[src/rtl/data_delay_ctrl.sv]
// IDELAY tap loader: pulses delay_data_reset to load a new tap into every lane,
// waits for the lines to settle, verifies the readback and retries on mismatch.
module data_delay_ctrl #(
    parameter int NUM_LANES     = 13,
    parameter int TAP_WIDTH     = 5,
    parameter int PULSE_CYCLES  = 5,
    parameter int SETTLE_CYCLES = 2,
    parameter int MAX_RETRIES   = 11
) (
    input  logic                           clk,
    input  logic                           reset,
    input  logic [TAP_WIDTH-1:0]           delay_tap,
    input  logic [NUM_LANES*TAP_WIDTH-1:0] wiz_delay_tap,
    input  logic                           force_load,
    output logic                           delay_data_reset,
    output logic                           busy,
    output logic                           done,
    output logic                           error,
    output logic [NUM_LANES-1:0]           error_lanes,
    output logic [7:0]                     retry_count
);

    typedef enum logic [1:0] {IDLE, PULSE, SETTLE, CHECK} state_t;

    localparam logic [7:0] PULSE_LAST  = 8'(PULSE_CYCLES - 1);
    localparam logic [7:0] SETTLE_LAST = 8'(SETTLE_CYCLES - 1);
    localparam logic [7:0] RETRY_MAX   = 8'(MAX_RETRIES);

    state_t                 state_q, state_d;
    logic [TAP_WIDTH-1:0]   applied_tap_q, applied_tap_d;
    logic [TAP_WIDTH-1:0]   target_tap_q, target_tap_d;
    logic [7:0]             cnt_q, cnt_d;
    logic [7:0]             retry_count_q, retry_count_d;
    logic                   ddr_q, ddr_d;
    logic                   done_q, done_d;
    logic                   error_q, error_d;
    logic [NUM_LANES-1:0]   error_lanes_q, error_lanes_d;
    logic [NUM_LANES-1:0]   mismatch;

    for (genvar g = 0; g < NUM_LANES; g++) begin : g_lane
        assign mismatch[g] = (wiz_delay_tap[g*TAP_WIDTH +: TAP_WIDTH] != target_tap_q);
    end

    always_comb begin
        state_d       = state_q;
        applied_tap_d = applied_tap_q;
        target_tap_d  = target_tap_q;
        cnt_d         = cnt_q;
        retry_count_d = retry_count_q;
        ddr_d         = ddr_q;
        done_d        = 1'b0;
        error_d       = error_q;
        error_lanes_d = error_lanes_q;
        case (state_q)
            IDLE: begin
                if ((delay_tap != applied_tap_q) || force_load) begin
                    target_tap_d  = delay_tap;
                    cnt_d         = '0;
                    retry_count_d = '0;
                    error_d       = 1'b0;
                    error_lanes_d = '0;
                    ddr_d         = 1'b1;
                    state_d       = PULSE;
                end
            end
            PULSE: begin
                if (cnt_q == PULSE_LAST) begin
                    ddr_d   = 1'b0;
                    cnt_d   = '0;
                    state_d = SETTLE;
                end else begin
                    cnt_d = cnt_q + 8'd1;
                end
            end
            SETTLE: begin
                if (cnt_q == SETTLE_LAST) begin
                    cnt_d   = '0;
                    state_d = CHECK;
                end else begin
                    cnt_d = cnt_q + 8'd1;
                end
            end
            CHECK: begin
                if (mismatch == '0) begin
                    applied_tap_d = target_tap_q;
                    done_d        = 1'b1;
                    state_d       = IDLE;
                end else if (retry_count_q < RETRY_MAX) begin
                    retry_count_d = retry_count_q + 8'd1;
                    cnt_d         = '0;
                    ddr_d         = 1'b1;
                    state_d       = PULSE;
                end else begin
                    // Give up but record the tap as applied so a stuck lane
                    // does not cause an endless reload loop.
                    error_d       = 1'b1;
                    error_lanes_d = mismatch;
                    applied_tap_d = target_tap_q;
                    done_d        = 1'b1;
                    state_d       = IDLE;
                end
            end
            default: state_d = IDLE;
        endcase
    end

    always_ff @(posedge clk) begin
        if (reset) begin
            state_q       <= IDLE;
            applied_tap_q <= '0;
            target_tap_q  <= '0;
            cnt_q         <= '0;
            retry_count_q <= '0;
            ddr_q         <= 1'b0;
            done_q        <= 1'b0;
            error_q       <= 1'b0;
            error_lanes_q <= '0;
        end else begin
            state_q       <= state_d;
            applied_tap_q <= applied_tap_d;
            target_tap_q  <= target_tap_d;
            cnt_q         <= cnt_d;
            retry_count_q <= retry_count_d;
            ddr_q         <= ddr_d;
            done_q        <= done_d;
            error_q       <= error_d;
            error_lanes_q <= error_lanes_d;
        end
    end

    assign busy             = (state_q != IDLE);
    assign delay_data_reset = ddr_q;
    assign done             = done_q;
    assign error            = error_q;
    assign error_lanes      = error_lanes_q;
    assign retry_count      = retry_count_q;

endmodule

[config.mk]
export PLATFORM = sky130hd
export DESIGN_NAME = data_delay_ctrl
export DESIGN_NICKNAME = d
export VERILOG_FILES = /design/src/rtl/data_delay_ctrl.sv
export SDC_FILE = /design/constraint.sdc
export NUM_CORES = 1
export LEC_CHECK = 0
export CELL_PAD_IN_SITES_DETAIL_PLACEMENT = 0
export CELL_PAD_IN_SITES_GLOBAL_PLACEMENT = 1
export CORE_ASPECT_RATIO = 1.25
export CORE_UTILIZATION = 31
export DETAILED_ROUTE_END_ITERATION = 7
export PLACE_DENSITY = 0.81
export SETUP_SLACK_MARGIN = 0.2
export SLEW_MARGIN = 20
export SYNTH_ARGS = -nofsm -noshare
export SYNTH_HDL_FRONTEND = slang
export SYNTH_SLANG_ARGS = --single-unit
[constraint.sdc]
create_clock -name clk -period 2.28 [get_ports clk]
set_input_delay 0.456 -clock clk [delete_from_list [all_inputs] [get_ports clk]]
set_output_delay 0.456 -clock clk [all_outputs]
set_load 0.03 [all_outputs]
==> impl_metrics.py, run 1 <==
metrics = {
    "timing": {
        "fmaxAchievable_ghz": 0.437,
        "timing.max_slew.rel_slack_pct": 67.8,
        "timing.final.setup_violations": 1,
        "hold_slack_ns": 0.475,
        "timing.final.crit_period_ns": 2.29,
        "post-route-worst-setup-slack_ns": -0.00876,
        "clock-skew-final_ns": 0.00592,
        "rsz0062_at_grt": "yes",
        "max_slew_violation_total_from_the_final_report": 0,
        "min_period_over_period_pct": 100,
        "tightest_slew_ns": 0.483,
        "hold_viol": 0,
    },
    "routing": {
        "ant_nets": 0,
        "total_drc_errors_in_the_routed_layout": 0,
        "avgViaCountPerCell": 4.84,
        "dr.pass1.iters": 4,
        "vias": 2757,
        "routed_wl_um": 8610,
        "detail_route.wl_per_cell_um": 15.1,
        "drt_iter0_drc": 93,
    },
    "floorplan": {
        "starting_density_of_the_core_pct": 32.5,
        "std_cell_rows": 38,
        "pin_count": 98,
        "die-area_um2": 9620,
        "die_height_um": 109,
        "core_region_area_um2": 8800,
        "die_wd_um": 87.9,
    },
    "placed_design": {
        "pre_cts_slack_ns": -0.629,
        "io_buffer_count": 97,
        "gp_congestion": 0.823,
        "dp.final_hpwl_um": 6360,
    },
    "setup_path": {
        "worst_r2r_startpoint": "target_tap_q[0]$_SDFFE_PP0P_",
        "flop_to_flop_setup_slack_ns": 0.02,
        "path_max_fanout": 4,
        "worst_ep_arrival_time_ns": 2.49,
        "timing.reg2reg.worst_path_depth": 11,
        "crit_path_start_kind": "input pin",
        "worst_setup_path_startpoint": "wiz_delay_tap[60]",
        "timing.rr.end": "retry_count[2]$_SDFFE_PP0P_",
        "worstSetupEndpoint": "retry_count[2]$_SDFFE_PP0P_",
        "timing.critical_path.to_type": "flop",
        "critical_path_required_ns": 2.48,
        "criticalPathCategory": "input pin to flop",
    },
    "logic_synthesis": {
        "synth.most_common_cell": "sky130_fd_sc_hd__dfxtp_1",
        "synth_sequential_area_ratio_pct": 30.8,
        "postSynth.asyncResetShare_pct": 0,
        "synth_fp_nets": 391,
        "synthesized_instance_count": 308,
        "ys_warn_count": 0,
        "ff_latch_count_synth": 44,
        "synth_edf_count": 0,
        "cell_taking_the_most_area_after_synthesis": "sky130_fd_sc_hd__dfxtp_1",
        "netlist_top_cells_count": "44 x sky130_fd_sc_hd__dfxtp_1, 42 x sky130_fd_sc_hd__xnor2_1, 27 x sky130_fd_sc_hd__xor2_1",
        "ys.flop_type": "sky130_fd_sc_hd__dfxtp_1",
        "synth.area.top_cells": "sky130_fd_sc_hd__dfxtp_1 31%, sky130_fd_sc_hd__xnor2_1 13%, sky130_fd_sc_hd__xor2_1 8.3%",
        "syn-mean-instance-area_um2": 9.29,
        "synthDistinctLibCells": 47,
        "netlist.area_leader.share_pct": 30.8,
        "mapped_cell_area_um2": 2860,
    },
    "final_layout": {
        "drive_gt1_share_pct": 29.8,
        "fin_util_pct": 54.2,
        "final_nets": 532,
        "syn2layout_area_growth_pct": 66.7,
    },
    "global_routing": {
        "grt_pass1_vias": 2851,
        "globalRoute.totalOverflow": 0,
        "track_usage_pct": 18.5,
        "antenna_found_initial": 1,
        "largest_net_degree_at_the_start_of_global_routing": 32,
        "grt_first_pass_wirelength_um": 13700,
    },
    "clocking": {
        "clkSlewWorstSetupHoldPaths_ns": 0.08,
        "numCtsBuffers": 5,
        "clock_path_buffers": 2,
        "cts_tree": "done",
        "cts-htree-levels": 2,
        "clkSinkCount": 44,
        "clk_root_buffer_cell": "sky130_fd_sc_hd__clkbuf_8",
        "postCtsHoldBufs": 0,
        "worst_skew_pair.late_latency_ns": 0.30,
    },
    "pwr": {
        "cellPowerDensity_nw_per_um2": 647,
        "worst_ir_drop_on_vdd_mv": 0.322,
        "cellLeakagePower_nw": 1.98,
    },
    "run_status": {
        "violations": "negative setup slack",
        "run_status": "finished with violations",
    },
    "job": {
        "max_cap_violations": 0,
    },
    "min_path": {
        "timing.hold.worst.class": "flop to flop",
    },
}
==> layout make-up <==
class / instances / area (um^2)
Antenna cell: 1 / 2.50
Clock buffer: 5 / 68.8
Clock inverter: 2 / 12.5
Fill cell: 780 / 4030
Inverter: 10 / 37.5
Multi-Input combinational cell: 233 / 2090
Sequential cell: 44 / 896
Tap cell: 120 / 150
Timing Repair Buffer: 155 / 1510
==> power by group <==
group / leakage (nW) / internal (mW) / switching (mW)
clock: 0.0400 / 0.208 / 0.281
sequential: 0.359 / 0.828 / 0.0726
combinational: 1.59 / 0.855 / 0.841
==> worst max-delay path, cell delays in order <==
cell and delay, ns:
sky130_fd_sc_hd__clkdlybuf4s50_1 0.50, sky130_fd_sc_hd__xnor2_2 0.13, sky130_fd_sc_hd__nand3_1 0.11, sky130_fd_sc_hd__nor3_2 0.25, sky130_fd_sc_hd__nand2_2 0.12, sky130_fd_sc_hd__nor4_4 0.23
sky130_fd_sc_hd__buf_6 0.17, sky130_fd_sc_hd__buf_6 0.10, sky130_fd_sc_hd__nor3b_2 0.04, sky130_fd_sc_hd__or4b_4 0.20, sky130_fd_sc_hd__a21bo_2 0.20
==> cell families after synthesis <==
kind of cell | Yosys count | synth area share [%]
flops | 44 | 30.8
mux | 11 | 3.85
buf+inv | 32 | 7.17
simple gates | 97 | 19.5
compound gates | 44 | 12.6
xor+xnor | 70 | 21.7
fa+ha+maj | 10 | 4.37
==> layer usage <==
layer	track usage, %	share of wire [%]	up-vias	wire length [um]
li1	-	-	1360	-
met1	19.8	39	1284	3330
met2	34.7	52	95	4510
met3	5.18	6.7	18	578
met4	5.85	2.2	0	191
met5	0	0	-	0
==> per-stage QoR <==
| stage | TNS, ns | cells | power (mW) | area (um^2) |
|---|---|---|---|---|
| detailed placement | -19.89 | 548 | 2.38 | 4240 |
| floorplan | 0 | 308 | 1.89 | 2900 |
| global route | -3.97 | 570 | 3.27 | 4770 |
| global placement | -17.93 | 548 | 2.36 | 4240 |
| CTS | -0.0718 | 566 | 3.03 | 4600 |
| finish | -0.00876 | 570 | 3.08 | 4770 |
==> how the worst min path moves through the flow <==
stage,from,cells after the start,endpoint,slack [ns]
final,error$_SDFFE_PP0P_,1,error$_SDFFE_PP0P_,0.47
after global routing,error$_SDFFE_PP0P_,1,error$_SDFFE_PP0P_,0.49
after CTS,error_lanes[10]$_SDFFE_PP0P_,1,error_lanes[10]$_SDFFE_PP0P_,0.47
after global placement,error_lanes[5]$_SDFFE_PP0P_,1,error_lanes[5]$_SDFFE_PP0P_,0.44
after detailed placement,error_lanes[10]$_SDFFE_PP0P_,1,error_lanes[10]$_SDFFE_PP0P_,0.45
after floorplan,applied_tap_q[2]$_SDFFE_PP0P_,2,applied_tap_q[2]$_SDFFE_PP0P_,0.48
==> registers in the layout, indices dropped and copies added, names as in the netlist <==
signal	flops
applied_tap_q	5
retry_count	8
error	1
error_lanes	13
delay_data_reset	1
target_tap_q	5
state_q	2
cnt_q	8
done	1
==> cells in the final DEF, fill, tap and decap left out, drive strengths merged, types with 5 or more instances in the layout <==
cell,n
clkdlybuf4s50,74
buf,59
dfxtp,44
xnor2,43
xor2,27
nor2,21
nand3,19
dlygate4sd2,17
nor3,17
o2bb2ai,13
mux2i,11
ha,10
inv,10
nand2,10
nor3b,8
nand4,7
a21oi,7
a32o,6
clkbuf,5
dlymetal6s2s,5
==> repair_timing <==
item                       in CTS  in global routing
gates cloned                    1                  1
gates resized for setup        64                 32
setup endpoints to repair      40                 45
pin swaps                      36                 16
setup buffers                  10                  2
No activity file was read; power rests on OpenSTA's default activity.
==> run 2: changes to the inputs <==
--- a/config.mk
+++ b/config.mk
@@ -8,9 +8,10 @@
 export CELL_PAD_IN_SITES_DETAIL_PLACEMENT = 0
 export CELL_PAD_IN_SITES_GLOBAL_PLACEMENT = 1
 export CORE_ASPECT_RATIO = 1.25
-export CORE_UTILIZATION = 31
+export CORE_UTILIZATION = 34
 export DETAILED_ROUTE_END_ITERATION = 7
-export PLACE_DENSITY = 0.81
+export MAX_ROUTING_LAYER = met4
+export PLACE_DENSITY = 0.84
 export SETUP_SLACK_MARGIN = 0.2
 export SLEW_MARGIN = 20
 export SYNTH_ARGS = -nofsm -noshare
==> constraint.sdc (replaced) <==
create_clock -name clk -period 2.6 [get_ports clk]
set_input_delay 0.52 -clock clk [delete_from_list [all_inputs] [get_ports clk]]
set_output_delay 0.52 -clock clk [all_outputs]
set_load 0.03 [all_outputs]
==> run 2 against run 1 <==
  * The flow now finishes without violations
  * Global-route usage up 2.2 points
  * Power down 11%
  * Cell count down 1.4%
  * Critical path depth up 2
  * Clock skew up 0.0072 ns
  * Clock power down 14%
  * Critical path type is now flop to flop
  * Critical endpoint unchanged
  * Largest cell class unchanged
==> impl_metrics.py, run 2 (synthesis results as in run 1) <==
metrics = {
    "clocking": {
        "cts_tree": "done",
        "clock_path_buffers": 2,
        "numCtsBuffers": 5,
        "worst_skew_pair.late_latency_ns": 0.30,
        "clkSlewWorstSetupHoldPaths_ns": 0.09,
        "cts-htree-levels": 2,
        "clk_root_buffer_cell": "sky130_fd_sc_hd__clkbuf_8",
        "clkSinkCount": 44,
        "postCtsHoldBufs": 0,
    },
    "global_routing": {
        "largest_net_degree_at_the_start_of_global_routing": 32,
        "antenna_found_initial": 0,
        "globalRoute.totalOverflow": 0,
        "track_usage_pct": 20.7,
        "grt_pass1_vias": 2996,
        "grt_first_pass_wirelength_um": 13900,
    },
    "routing": {
        "drt_iter0_drc": 80,
        "dr.pass1.iters": 4,
        "avgViaCountPerCell": 5.12,
        "detail_route.wl_per_cell_um": 16.7,
        "routed_wl_um": 9370,
        "vias": 2875,
        "ant_nets": 0,
        "total_drc_errors_in_the_routed_layout": 0,
    },
    "setup_path": {
        "path_max_fanout": 9,
        "path_delay_family": "simple AND/OR/NAND/NOR gates",
        "cpMostUsedCell": "sky130_fd_sc_hd__buf_4",
        "crit_path_start_kind": "flop",
        "worstSetupEndpoint": "retry_count[2]$_SDFFE_PP0P_",
        "path_depth": 13,
        "timing.reg2reg.worst_path_depth": 13,
        "worst_ep_arrival_time_ns": 2.72,
        "worst_setup_path_startpoint": "target_tap_q[2]$_SDFFE_PP0P_",
        "critPathBufInv": 5,
        "flop_to_flop_setup_slack_ns": 0.13,
        "cp_max_stage_cell": "sky130_fd_sc_hd__or4b_4",
        "cpPeakStageDelay_ns": 0.49,
        "timing.critical_path.to_type": "flop",
        "path_cells": "buf_12, buf_4, xnor2_2, nand3_1, nor3_2, buf_4, nand4_1, nor4_4, buf_4, buf_4, nor3b_4, or4b_4, a21bo_2",
        "criticalPathCategory": "flop to flop",
        "worst_r2r_startpoint": "target_tap_q[2]$_SDFFE_PP0P_",
        "timing.rr.end": "retry_count[2]$_SDFFE_PP0P_",
        "critical_path_required_ns": 2.85,
    },
    "pwr": {
        "cellLeakagePower_nw": 2.12,
        "sequentialPowerShare_pct": 28.1,
        "swShare_pct": 38.5,
        "net-switching-power_mw": 1.06,
        "power.internal_mw": 1.68,
        "clockPowerShare_pct": 15.4,
        "worst_ir_drop_on_vdd_mv": 0.275,
        "cellPowerDensity_nw_per_um2": 564,
        "combinational_power_share_pct": 56.5,
    },
    "timing": {
        "timing.final.crit_period_ns": 2.47,
        "timing.final.setup_violations": 0,
        "hold_viol": 0,
        "tightest_slew_ns": 0.588,
        "rsz0062_at_grt": "yes",
        "timing.max_slew.rel_slack_pct": 60.5,
        "min_period_over_period_pct": 95.2,
        "max_slew_violation_total_from_the_final_report": 0,
        "hold_slack_ns": 0.475,
        "clock-skew-final_ns": 0.0131,
        "fmaxAchievable_ghz": 0.404,
    },
    "floorplan": {
        "die-area_um2": 8790,
        "core_region_area_um2": 8190,
        "die_wd_um": 84.0,
        "die_height_um": 105,
        "starting_density_of_the_core_pct": 34.9,
        "pin_count": 98,
        "std_cell_rows": 37,
    },
    "placed_design": {
        "dp_cells": 513,
        "io_buffer_count": 97,
        "gp_congestion": 0.844,
        "dp.final_hpwl_um": 6170,
        "detailed_place.area_um2": 4080,
    },
    "final_layout": {
        "commonest_cells_after_routing_fill_and_taps_aside": "66 x sky130_fd_sc_hd__clkdlybuf4s50_1, 58 x sky130_fd_sc_hd__buf_4, 40 x sky130_fd_sc_hd__dfxtp_1, 32 x sky130_fd_sc_hd__xnor2_1, 26 x sky130_fd_sc_hd__xor2_1",
        "fin_util_pct": 59.2,
        "largest_register_ffs": 13,
        "layout_commonest_cell": "sky130_fd_sc_hd__clkdlybuf4s50_1",
        "post_layout_nonfiller_instances": 562,
        "num_antenna_cells": 0,
        "drive_gt1_share_pct": 29.9,
        "final_nets": 548,
        "syn2layout_area_growth_pct": 69.7,
        "post_route_design_area_um2": 4850,
    },
    "run_status": {
        "run_status": "completed",
    },
    "job": {
        "max_cap_violations": 0,
    },
    "min_path": {
        "timing.hold.worst.start": "error_lanes[12]$_SDFFE_PP0P_",
        "timing.hold.worst.class": "flop to flop",
    },
}
run 2: changes by cell type in the layout (fill, tap and decap cells not counted), sizes merged:
| cell | delta |
|---|---|
| dlygate4sd2 | +8 |
| dlymetal6s2s | +1 |
| clkdlybuf4s50 | -8 |
| diode | -1 |
| clkinvlp | -1 |
| buf | +15 |
| clkbuf | +1 |
run 2: metal layers:
metal	vias up	global-route usage, %	part of all wire [%]
met5	-	-	0
met3	23	3.71	4.5
met2	103	38.2	54
li1	1394	-	-
met1	1355	21.1	38
met4	0	9.61	3.4
run 2: stage by stage:
step	setup slack, ns	power [mW]	TNS [ns]
after detailed placement	-0.430	2.01	-12.42
after global placement	-0.371	1.98	-10.71
final	0.125	2.74	0
after CTS	0.202	2.57	0
after global routing	0.0427	2.88	0
after floorplan	0.375	1.63	0
run 2: final cells by class:
cell class	instances	area (um^2)
repair buffers	171	1650
flip-flops and latches	44	888
fillers	671	3340
well taps	97	121
inverters	10	37.5
clock buffers	6	72.6
clock inverters	1	5.00
multi-input cells	233	2080
run 2: worst min-delay path by stage:
stage                                     to  cells past startpoint
3_3_place_gp     error_lanes[3]$_SDFFE_PP0P_                      1
5_1_grt          error_lanes[1]$_SDFFE_PP0P_                      1
4_1_cts         error_lanes[12]$_SDFFE_PP0P_                      1
6_report        error_lanes[12]$_SDFFE_PP0P_                      1
3_5_place_dp     error_lanes[3]$_SDFFE_PP0P_                      1
2_1_floorplan  applied_tap_q[2]$_SDFFE_PP0P_                      2
run 2: worst reg2reg max path: stages (launching register included):
cell                      delay [ns]
sky130_fd_sc_hd__dfxtp_2        0.33
sky130_fd_sc_hd__buf_12         0.14
sky130_fd_sc_hd__buf_4          0.15
sky130_fd_sc_hd__xnor2_2        0.15
sky130_fd_sc_hd__nand3_1        0.11
sky130_fd_sc_hd__nor3_2         0.04
sky130_fd_sc_hd__buf_4          0.14
sky130_fd_sc_hd__nand4_1        0.15
sky130_fd_sc_hd__nor4_4         0.06
sky130_fd_sc_hd__buf_4          0.15
sky130_fd_sc_hd__buf_4          0.14
sky130_fd_sc_hd__nor3b_4        0.21
sky130_fd_sc_hd__or4b_4         0.49
sky130_fd_sc_hd__a21bo_2        0.19
run 2: what timing repair did:
item | in CTS | in global routing
cloned | 2 | 0
gates resized for setup | 60 | 36
pin swaps | 37 | 26
buffers inserted | 26 | 14
endpoints found under the setup margin | 38 | 36
run 2: power groups by stage:
| stage | registers, mW | logic, mW | clock network, mW |
|---|---|---|---|
| after floorplan | 0.775 | 0.853 | 0 |
| after global placement | 0.778 | 1.20 | 0 |
| after detailed placement | 0.781 | 1.23 | 0 |
| after CTS | 0.768 | 1.38 | 0.420 |
| after global routing | 0.776 | 1.66 | 0.452 |
| final | 0.770 | 1.55 | 0.421 |
==> run 3: changes to the inputs <==
--- a/config.mk
+++ b/config.mk
@@ -8,10 +8,13 @@
 export CELL_PAD_IN_SITES_DETAIL_PLACEMENT = 0
 export CELL_PAD_IN_SITES_GLOBAL_PLACEMENT = 1
 export CORE_ASPECT_RATIO = 1.25
-export CORE_UTILIZATION = 34
+export CORE_MARGIN = 5
+export CORE_UTILIZATION = 47
 export DETAILED_ROUTE_END_ITERATION = 7
+export DONT_BUFFER_PORTS = 1
+export HOLD_SLACK_MARGIN = 0.08
 export MAX_ROUTING_LAYER = met4
-export PLACE_DENSITY = 0.84
+export PLACE_DENSITY = 0.83
 export SETUP_SLACK_MARGIN = 0.2
 export SLEW_MARGIN = 20
 export SYNTH_ARGS = -nofsm -noshare
==> run 3 against run 2 <==
  * Sequential share of layout area up 6.6 points
  * Clock power up 29%
  * Hold slack worse by 0.20 ns
  * Power down 4.2%
  * Cell count down 26%
  * Worst setup slack worse by 0.045 ns
  * Wire length down 12%
  * Critical endpoint is now error_lanes[3]$_SDFFE_PP0P_
  * Maximum frequency down 1.8%
  * Register-to-register slack worse by 0.04 ns
  * Critical path type unchanged
  * Clock-buffer cell count down 1
==> impl_metrics.py, run 3 (synthesis results as in run 1) <==
metrics = {
    "run_status": {
        "run_status": "completed",
    },
    "routing": {
        "avgViaCountPerCell": 5.73,
        "total_drc_errors_in_the_routed_layout": 0,
        "ant_nets": 0,
        "dr.pass1.iters": 4,
        "routed_wl_um": 8270,
        "vias": 2397,
        "detail_route.wl_per_cell_um": 19.8,
        "drt_iter0_drc": 89,
    },
    "floorplan": {
        "die_height_um": 97.2,
        "pin_count": 98,
        "core_region_area_um2": 5860,
        "std_cell_rows": 31,
        "die-area_um2": 7760,
        "starting_density_of_the_core_pct": 48.8,
        "die_wd_um": 79.8,
    },
    "min_path": {
        "timing.hold.worst_path_depth": 1,
        "timing.hold.worst.class": "input pin to flop",
    },
    "placed_design": {
        "dp_cells": 384,
        "dp.final_hpwl_um": 5670,
        "detailed_place.area_um2": 2980,
        "io_buffer_count": 0,
        "gp_congestion": 0.869,
    },
    "setup_path": {
        "critical_path_required_ns": 2.79,
        "path_max_fanout": 11,
        "timing.reg2reg.worst_path_depth": 12,
        "criticalPathCategory": "flop to flop",
        "timing.critical_path.to_type": "flop",
        "flop_to_flop_setup_slack_ns": 0.08,
        "worst_ep_arrival_time_ns": 2.71,
        "crit_path_start_kind": "flop",
    },
    "clocking": {
        "cts_tree": "done",
        "clock_path_buffers": 2,
        "clkSinkCount": 44,
        "worst_skew_pair.late_latency_ns": 0.30,
        "numCtsBuffers": 5,
        "clkSlewWorstSetupHoldPaths_ns": 0.09,
        "clk_root_buffer_cell": "sky130_fd_sc_hd__clkbuf_8",
        "cts-htree-levels": 2,
    },
    "pwr": {
        "cellLeakagePower_nw": 1.48,
        "worst_ir_drop_on_vdd_mv": 0.373,
        "cellPowerDensity_nw_per_um2": 729,
    },
    "global_routing": {
        "largest_net_degree_at_the_start_of_global_routing": 33,
        "grt_use_met2_pct": 34.9,
        "use_met3_pct": 5.01,
        "globalRoute.totalOverflow": 0,
        "track_usage_pct": 20.2,
        "antenna_found_initial": 0,
        "grt_pass1_vias": 2448,
        "grt.met1_usage_pct": 21.7,
        "gr-max-usage-layer": "met2",
        "grt_first_pass_wirelength_um": 12000,
    },
    "timing": {
        "max_slew_violation_total_from_the_final_report": 0,
        "tightest_slew_ns": 0.586,
        "timing.max_slew.rel_slack_pct": 60.8,
        "rsz0062_at_grt": "yes",
        "fmaxAchievable_ghz": 0.397,
        "min_period_over_period_pct": 96.9,
        "hold_slack_ns": 0.278,
        "clock-skew-final_ns": 0.00663,
        "timing.final.crit_period_ns": 2.52,
        "timing.final.setup_violations": 0,
        "hold_viol": 0,
    },
    "final_layout": {
        "largest_register_ffs": 13,
        "drive_gt1_share_pct": 27.7,
        "layout_commonest_cell": "sky130_fd_sc_hd__dfxtp_1",
        "post_route_design_area_um2": 3600,
        "final_nets": 418,
        "commonest_cells_after_routing_fill_and_taps_aside": "39 x sky130_fd_sc_hd__dfxtp_1, 35 x sky130_fd_sc_hd__xnor2_1, 26 x sky130_fd_sc_hd__xor2_1, 25 x sky130_fd_sc_hd__buf_4, 21 x sky130_fd_sc_hd__nor2_1",
        "num_antenna_cells": 0,
        "syn2layout_area_growth_pct": 25.9,
        "post_layout_nonfiller_instances": 418,
    },
    "job": {
        "max_cap_violations": 0,
    },
}
run 3: cell count changes in the layout (fill, tap and decap cells not counted), moves of 3 or more:
| cell | change |
|---|---|
| sky130_fd_sc_hd__o2bb2ai_2 | -7 |
| sky130_fd_sc_hd__clkbuf_16 | +3 |
| sky130_fd_sc_hd__o2bb2ai_1 | +7 |
| sky130_fd_sc_hd__xnor2_2 | -3 |
| sky130_fd_sc_hd__xnor2_1 | +3 |
| sky130_fd_sc_hd__dlygate4sd2_1 | -25 |
| sky130_fd_sc_hd__buf_4 | -33 |
| sky130_fd_sc_hd__clkdlybuf4s50_1 | -66 |
| sky130_fd_sc_hd__dlymetal6s2s_1 | -6 |
run 3: worst paths after layout:
| path | to | startpoint |
|---|---|---|
| max | error_lanes[3]$_SDFFE_PP0P_ | target_tap_q[4]$_SDFFE_PP0P_ |
| min | retry_count[5]$_SDFFE_PP0P_ | reset |
| max reg2reg | error_lanes[3]$_SDFFE_PP0P_ | target_tap_q[4]$_SDFFE_PP0P_ |
| min reg2reg | applied_tap_q[2]$_SDFFE_PP0P_ | applied_tap_q[2]$_SDFFE_PP0P_ |
run 3: cell type report:
class,count,area [um^2]
fillers,489,2260
inverters,10,37.5
flip-flops and latches,44,895
clock buffers,5,68.8
clock inverters,3,46.3
repair buffers,42,502
well taps,82,103
multi-input cells,232,1950
run 3: routing by layer:
layer / wire (um) / up-vias
met5: 0 / -
met4: 248 / 0
li1: - / 1132
met2: 4310 / 106
met1: 3140 / 1142
met3: 567 / 17
run 3: worst max-delay path, stage by stage, from the launching register on:
cell and delay, ns:
sky130_fd_sc_hd__dfxtp_4 0.38, sky130_fd_sc_hd__buf_12 0.15, sky130_fd_sc_hd__buf_4 0.14, sky130_fd_sc_hd__xnor2_1 0.19, sky130_fd_sc_hd__nand3_1 0.13, sky130_fd_sc_hd__nor3_2 0.17
sky130_fd_sc_hd__nand4_1 0.16, sky130_fd_sc_hd__nor4_4 0.28, sky130_fd_sc_hd__buf_4 0.19, sky130_fd_sc_hd__a21oi_2 0.06, sky130_fd_sc_hd__nand4_1 0.26, sky130_fd_sc_hd__buf_6 0.19
sky130_fd_sc_hd__o2bb2ai_1 0.10
run 3: through the flow:
| stage | total power [mW] | util (%) | setup TNS [ns] | setup WS [ns] |
|---|---|---|---|---|
| after CTS | 2.46 | 57.1 | 0 | 0.192 |
| final | 2.62 | 61.5 | 0 | 0.0803 |
| after floorplan | 1.63 | - | 0 | 0.375 |
| after global routing | 2.77 | 61.5 | -0.245 | -0.0616 |
| after global placement | 1.82 | 50.8 | 0 | 0.00596 |
| after detailed placement | 1.83 | 50.8 | -0.422 | -0.0724 |
run 3: report_power, final:
group          leakage [nW]  switching [mW]  total, mW  internal [mW]
combinational          1.07           0.664       1.28          0.621
clock                0.0548           0.253      0.543          0.290
sequential            0.359          0.0712      0.797          0.726
total                  1.48           0.989       2.62           1.64
run 3: what timing repair did:
| item | 4_1_cts | 5_1_grt |
|---|---|---|
| pin swaps | 11 | 20 |
| hold buffers | 0 | 0 |
| resized for setup | 24 | 21 |
| cloned | 1 | 3 |
| setup endpoints to repair | 35 | 33 |
| setup buffers | 14 | 8 |
